<file path="src/rtl/maxpool_1d_param.sv">
// Streaming 1-D max-pool: per-channel POOL_K-deep sliding window, emit every STRIDE beats once full.
// Optional fused ReLU on the output data when MAXPOOL_RELU_EN is defined.
module maxpool_1d_param #(
    parameter int DATA_W = 10,
    parameter int CH     = 5,
    parameter int POOL_K = 7,
    parameter int STRIDE = 2,
    parameter int CNT_W  = 5
) (
    input  logic                 clk,
    input  logic                 rst,
    input  logic [CH*DATA_W-1:0] in_data,
    input  logic                 in_val,
    input  logic                 in_last,
    output logic [CH*DATA_W-1:0] out_data,
    output logic                 out_val,
    output logic                 frame_done
);

    localparam logic [CNT_W-1:0] FILL_FULL   = CNT_W'(POOL_K);
    localparam logic [CNT_W-1:0] FILL_LAST   = CNT_W'(POOL_K - 1);
    localparam logic [CNT_W-1:0] STRIDE_LAST = CNT_W'(STRIDE - 1);

    logic [CNT_W-1:0] fill_q;
    logic [CNT_W-1:0] fill_d;
    logic [CNT_W-1:0] stride_q;
    logic [CNT_W-1:0] stride_d;
    logic             emit_d;
    logic             emit_q;
    logic             last_q;
    logic             out_val_q;
    logic             frame_done_q;

    always_comb begin
        fill_d   = fill_q;
        stride_d = stride_q;
        emit_d   = 1'b0;
        if (in_val) begin
            if (fill_q != FILL_FULL) begin
                fill_d = fill_q + CNT_W'(1);
                if (fill_q == FILL_LAST) begin
                    emit_d   = 1'b1;
                    stride_d = '0;
                end
            end else if (stride_q == STRIDE_LAST) begin
                emit_d   = 1'b1;
                stride_d = '0;
            end else begin
                stride_d = stride_q + CNT_W'(1);
            end
            if (in_last) begin
                fill_d   = '0;
                stride_d = '0;
            end
        end
    end

    // Stage 1 captures the max of the post-update window at the accept edge, so a
    // frame-end beat can clear the window without losing its own compare result.
    always_ff @(posedge clk) begin
        if (rst) begin
            fill_q       <= '0;
            stride_q     <= '0;
            emit_q       <= 1'b0;
            last_q       <= 1'b0;
            out_val_q    <= 1'b0;
            frame_done_q <= 1'b0;
        end else begin
            fill_q       <= fill_d;
            stride_q     <= stride_d;
            emit_q       <= emit_d;
            last_q       <= in_val & in_last;
            out_val_q    <= emit_q;
            frame_done_q <= last_q;
        end
    end

    assign out_val    = out_val_q;
    assign frame_done = frame_done_q;

    genvar gi;
    generate
        for (gi = 0; gi < CH; gi++) begin : g_ch
            logic signed [DATA_W-1:0] win_q     [POOL_K];
            logic signed [DATA_W-1:0] win_shift [POOL_K];
            logic signed [DATA_W-1:0] run_max;
            logic signed [DATA_W-1:0] relu_max;
            logic signed [DATA_W-1:0] max_q;
            logic signed [DATA_W-1:0] out_q;

            always_comb begin
                win_shift[0] = $signed(in_data[gi*DATA_W +: DATA_W]);
                for (int k = 1; k < POOL_K; k++) begin
                    win_shift[k] = win_q[k-1];
                end
            end

            always_ff @(posedge clk) begin
                if (rst || (in_val && in_last)) begin
                    for (int k = 0; k < POOL_K; k++) begin
                        win_q[k] <= '0;
                    end
                end else if (in_val) begin
                    for (int k = 0; k < POOL_K; k++) begin
                        win_q[k] <= win_shift[k];
                    end
                end
            end

            always_comb begin
                run_max = win_shift[0];
                for (int k = 1; k < POOL_K; k++) begin
                    if (win_shift[k] > run_max) begin
                        run_max = win_shift[k];
                    end
                end
            end

`ifdef MAXPOOL_RELU_EN
            assign relu_max = max_q[DATA_W-1] ? '0 : max_q;
`else
            assign relu_max = max_q;
`endif

            always_ff @(posedge clk) begin
                if (rst) begin
                    max_q <= '0;
                    out_q <= '0;
                end else begin
                    if (emit_d) begin
                        max_q <= run_max;
                    end
                    if (emit_q) begin
                        out_q <= relu_max;
                    end
                end
            end

            assign out_data[gi*DATA_W +: DATA_W] = out_q;
        end
    endgenerate

endmodule
</file>
<file path="config.mk">
export PLATFORM = sky130hd
export DESIGN_NAME = maxpool_1d_param
export DESIGN_NICKNAME = d
export VERILOG_FILES = /design/src/rtl/maxpool_1d_param.sv
export SDC_FILE = /design/constraint.sdc
export NUM_CORES = 1
export LEC_CHECK = 0
export ABC_AREA = 1
export CAP_MARGIN = 40
export CORE_ASPECT_RATIO = 2
export CORE_MARGIN = 1
export CORE_UTILIZATION = 54
export CTS_CLUSTER_DIAMETER = 30
export DETAILED_ROUTE_END_ITERATION = 16
export PLACE_DENSITY = 0.81
export SYNTH_ARGS = -nofsm -noshare
export SYNTH_HDL_FRONTEND = slang
export SYNTH_SLANG_ARGS = --single-unit
export TNS_END_PERCENT = 50
</file>
<file path="constraint.sdc">
create_clock -name clk -period 11.3 [get_ports clk]
set_input_delay 1.13 -clock clk [delete_from_list [all_inputs] [get_ports clk]]
set_output_delay 1.13 -clock clk [all_outputs]
set_load 0.005 [all_outputs]
</file>
* Word-level counts from Yosys, hierarchy flattened
Memory sizes are Yosys's and may differ from the RTL's. Cells that the tools add are included.
Operators by class: add/sub/neg operators 2, magnitude comparators 30, equal/unequal tests 4, muxes and demuxes 80, bitwise operators 36, reductions and logical operators 5
Operators by type and width (count):
- 10-bit two-way mux | 65
- 10-bit > comparator | 30
- 1-bit bitwise OR | 35
- 5-bit two-way mux | 6
- 5-bit by 1-bit adder with 5-bit output (second input constant) | 2
- 1-bit two-way mux | 9
- 5-bit by 1-bit equality test with 1-bit output (second input constant) | 1
- 5-bit by 3-bit equality test with 1-bit output (second input constant) | 1
- 5-bit by 3-bit inequality test with 1-bit output (second input constant) | 1
- 2-bit AND reduction | 2
- 3-bit by 2-bit inequality test with 1-bit output (second input constant) | 1
- 2-bit nonzero test | 1
- 1-bit bitwise AND | 1
- 1-bit logical AND | 1
- 1-bit logical OR | 1
Word-level totals: register bits 114, RAM bits 350, output and inout port bits 52, logic and storage cells 178, memories kept 5
Memories:
- g_ch[0].win_q | depth 7, bits a word 10, rd ports 6, clocked after Yosys merged registers in 0, write ports 7, line 84 | logic signed [DATA_W-1:0] win_q [POOL_K];
- g_ch[1].win_q | depth 7, bits a word 10, rd ports 6, clocked after Yosys merged registers in 0, write ports 7, line 84
- g_ch[2].win_q | depth 7, bits a word 10, rd ports 6, clocked after Yosys merged registers in 0, write ports 7, line 84
- g_ch[3].win_q | depth 7, bits a word 10, rd ports 6, clocked after Yosys merged registers in 0, write ports 7, line 84
- g_ch[4].win_q | depth 7, bits a word 10, rd ports 6, clocked after Yosys merged registers in 0, write ports 7, line 84

* Logic depth before layout (Yosys ltp)
depth in word-level cells 12, mapped depth 89

* Worst setup path before layout
No wires, ideal clock.
kind in2reg, start in in_data[49], end reg g_ch[4].max_q[0], arrival time 10.286 ns, data required time 11.168 ns, setup slack 0.881 ns, stages on the path 80, buffers on the path 7, cell sequence inv_1 ha_1 nand2_2 inv_2 a21oi_2 nand3_1 nand2_1 nand3_4 clkbuf_1 nand2_1 o21ai_0 ha_1 nand4_1 nor2_1 nand2_1 nor2_1 nand3_1 nand2_1 [44 not listed] inv_2 nand2_1 nand2_1 nand2_2 buf_6 nand3_1 and2_1 ha_1 a21oi_1 o21ai_0 a221oi_1 o21ai_0 a211o_1 a31oi_1 clkbuf_1 nand3_1 nand2_1 a21oi_1
On the way: cells in the longest elaborated chain, start to end 12
Ends and longest elaborated chain:
- from (decl) | line 12 | input logic [CH*DATA_W-1:0] in_data,
- 10-bit > comparator | line 113 | if (win_shift[k] > run_max) begin
- 10-bit two-way mux (*) | line 113
- 10-bit > comparator | line 113
- 10-bit two-way mux (*) | line 113
- 10-bit > comparator | line 113
- 10-bit two-way mux (*) | line 113
- 10-bit > comparator | line 113
- 10-bit two-way mux (*) | line 113
- 10-bit > comparator | line 113
- 10-bit two-way mux (*) | line 113
- 10-bit > comparator | line 113
- 10-bit two-way mux (*) | line 113
- to (signal assigned) | line 131 | max_q <= run_max;
- to (decl) | line 88 | logic signed [DATA_W-1:0] max_q;
Every way passes the cells marked *; elsewhere a longest branch is shown, timed or not. A chain may end at the register's enable or synchronous reset.

* Worst setup path in the final report
start in in_data[29], end reg g_ch[2].max_q[6]
On the way: cells in the longest elaborated chain, start to end 12
Ends and longest elaborated chain (line):
- 10-bit > comparator | 113
- 10-bit two-way mux (*) | 113
- 10-bit > comparator | 113
- 10-bit two-way mux (*) | 113
- 10-bit > comparator | 113
- 10-bit two-way mux (*) | 113
- 10-bit > comparator | 113
- 10-bit two-way mux (*) | 113
- 10-bit > comparator | 113
- 10-bit two-way mux (*) | 113
- 10-bit > comparator | 113
- 10-bit two-way mux (*) | 113
- to (signal assigned) | 131
- to (decl) | 88
Marked as above.

==> results.ini <==
[synth]
synth_most_common_cell = nand2_1
synth_common_cells = 700 x nand2_1, 623 x inv_1, 515 x nor2_1, 300 x edfxtp_1, 274 x o21ai_0
synth-main-ff-cell = edfxtp_1
synth_edf_count = 300
yosysTopAreaCell = edfxtp_1
synth_area_mm2 = 0.0278
synth.distinct_cells = 43
async_flop_share_pct = 0
synth-seq-cells = 414
yosysWarnings = 0
syn-instance-count = 3611
synthTopCellsByArea = edfxtp_1 32%, ha_1 12%, nand2_1 9.4%, inv_1 8.4%, dfxtp_1 8.2%
synth.avg_cell_area_um2 = 7.70
syn-num-nets = 3929
yosysSeqAreaShare_pct = 40.6
synth_top_area_share_pct = 32.4

[layout]
fill_cells = 4222
multi_input_area_mm2 = 0.0137
area_growth_pct = 20.5
final_core_util_pct = 65.8
fin_nets = 4211
register_area_mm2 = 0.0113
n_antenna_cell = 0
stdcell_area_mm2 = 0.0335
drive_gt1_share_pct = 13.2

[clock_network]
cts_root_buffer = clkbuf_16
htree_levels = 3
numClockSinks = 414
postCtsHoldBufs = 0
cts_tree = built
cts_buffers = 72
cts.path.max_buffers = 3
clk_pin_slew_ns = 0.06
clock_latency_ns = 0.61

[power]
p_seq_share_pct = 17.5
combPwrFrac_pct = 60.8
ir_drop_v = 0.000286
clockPowerShare_pct = 21.7
power.switching_w = 0.00434
power_density_mw_per_mm2 = 302
p_sw_share_pct = 42.9
p_int_w = 0.00577
p_leak_nw = 16.2

[job]
maxCapViolations = 0

[timing]
drv_slew = 0
fin_worst_skew_ns = 0.0259
hold_viol = 0
period_needed_ns = 10.41
final-setup-viol-count = 0
tightest_slew_ns = 1.09
maxSlewHeadroom_pct = 27.3
clock.fmax_mhz = 96.0
min_period_over_period_pct = 92.2

[detailed_routing]
post_drt_wl_per_cell_um = 14.1
wirelength_mm = 65.0
vias = 23900
viasPerCell = 5.18
ant_nets = 0
drc_errors = 0
drt_iter0_drc = 1283
drt_pass1_iterations = 5

[global_route]
grtUsageTotal_pct = 25.0
antenna_found_initial = 0
grt_overflow = 0
grt_max_degree = 182
grt-busiest-layer = met2
grt_use_met1_pct = 24.1
gr-usage-met2_pct = 50.5
use_met3_pct = 2.92
grt_first_pass_wirelength_mm = 107
grt_pass1_vias = 24000

[placement]
hpwl_mm = 46.9
gp_congestion = 0.902
io_buffers = 105
placed_area_mm2 = 0.0308

[critical_path]
worstSetupPathType = in -> reg
path_common_cell = nand2_1
max_stage_delay_ns = 0.50
required_ns = 11.77
rrSetupSlack_ns = 1.48
setup.worst_path.end_class = register
arrival_ns = 10.88
slowest_stage = clkdlybuf4s50_1
critPathMaxFanout = 13
start_kind = input pin

[outcome]
outcome = finished clean

[die]
rows = 117
dieArea_mm2 = 0.0525
core_mm2 = 0.0509
die_h_um = 323
fp.dieW_um = 162
ios = 106
start_util_pct = 54.6

[worst_hold_path]
hold_path_class = reg -> reg

## area by class of cell
cell class | count | share of cell area [%]
clock buffers | 81 | 5.82
flip-flops and latches | 414 | 33.7
inverters | 654 | 7.32
repair buffers | 321 | 8.33
clock inverters | 51 | 1.48
multi-input cells | 2430 | 40.9
well taps | 654 | 2.44
## layout by cell type, fill, tap and decap left out, types with 11 or more instances in the layout
cell / instances
a211oi_1: 19
a21oi_1: 115
and2_1: 47
buf_4: 207
clkbuf_16: 77
clkdlybuf4s50_1: 104
clkinv_1: 11
dfxtp_1: 114
edfxtp_1: 300
ha_1: 260
inv_1: 621
inv_2: 26
inv_6: 11
nand2_1: 696
nand2_2: 43
nand3_1: 157
nand3_2: 31
nand3_4: 16
nand4_1: 129
nor2_1: 504
nor2_2: 33
o21ai_0: 239
o21ai_1: 39
o21bai_1: 44
## layer usage
layer	share of wire (%)	vias to the layer above
li1	-	12300
met1	37	10900
met2	55	465
met3	3.1	177
met4	4.2	0
met5	0	-
## power by group through the flow
stage / Sequential [W] / Combinational [W] / Clock [W]
4_1_cts: 0.00177 / 0.00599 / 0.00223
5_1_grt: 0.00178 / 0.00693 / 0.00229
3_3_place_gp: 0.00179 / 0.00576 / 0
3_5_place_dp: 0.00180 / 0.00593 / 0
2_1_floorplan: 0.00179 / 0.00395 / 0
6_report: 0.00177 / 0.00615 / 0.00219
## cell families (layout without fill, tap and decap cells)
family	count (synthesis)	in the layout	synth area share, %
AND/OR/NAND/NOR	1686	1686	27.2
buffers and inverters	767	1107	10.9
adder cells (fa/ha/maj)	264	264	11.9
AO/OA/AOI/OAI	480	480	9.46
flip-flops	414	414	40.6
## state kept, by name, summed over array words and instances, names as in the netlist
| name | cells |
|---|---|
| emit_q | 1 |
| stride_q | 5 |
| fill_q | 5 |
| frame_done | 1 |
| last_q | 1 |
| g_ch.win_q | 300 |
| out_val | 1 |
| g_ch.max_q | 50 |
| g_ch.out_q | 50 |
## critical path: cells and delay by family
family / cells / cell delay [ns]
simple gates: 35 / 3.16
compound gates: 14 / 2.79
fa+ha+maj: 6 / 1.91
buf+inv: 14 / 1.86
## final timing paths
check,depth (start not counted),startpoint,endpoint
min,2,last_q,frame_done
min reg2reg,2,last_q,frame_done
max,69,in_data[29],g_ch[2].max_q[6]
max reg2reg,70,g_ch[0].win_q[0][9],g_ch[0].max_q[9]
## repair_timing
action,4_1_cts,5_1_grt
gates resized for setup,0,74
endpoints found under the setup margin,0,50
setup buffers,0,15
## stage by stage
stage	worst slack, ns	instances	setup TNS (ns)	power, W	hold slack, ns
final	0.885	4605	0	0.0101	0.424
after global routing	-0.152	4605	-1.14	0.0110	0.443
after CTS	0.550	4590	0	0.00998	0.424
after detailed placement	0.0297	4458	0	0.00773	0.425
after global placement	0.176	4454	0	0.00756	0.423
after floorplan	0.881	3611	0	0.00574	0.388
Power figures use the tool's default switching activity.
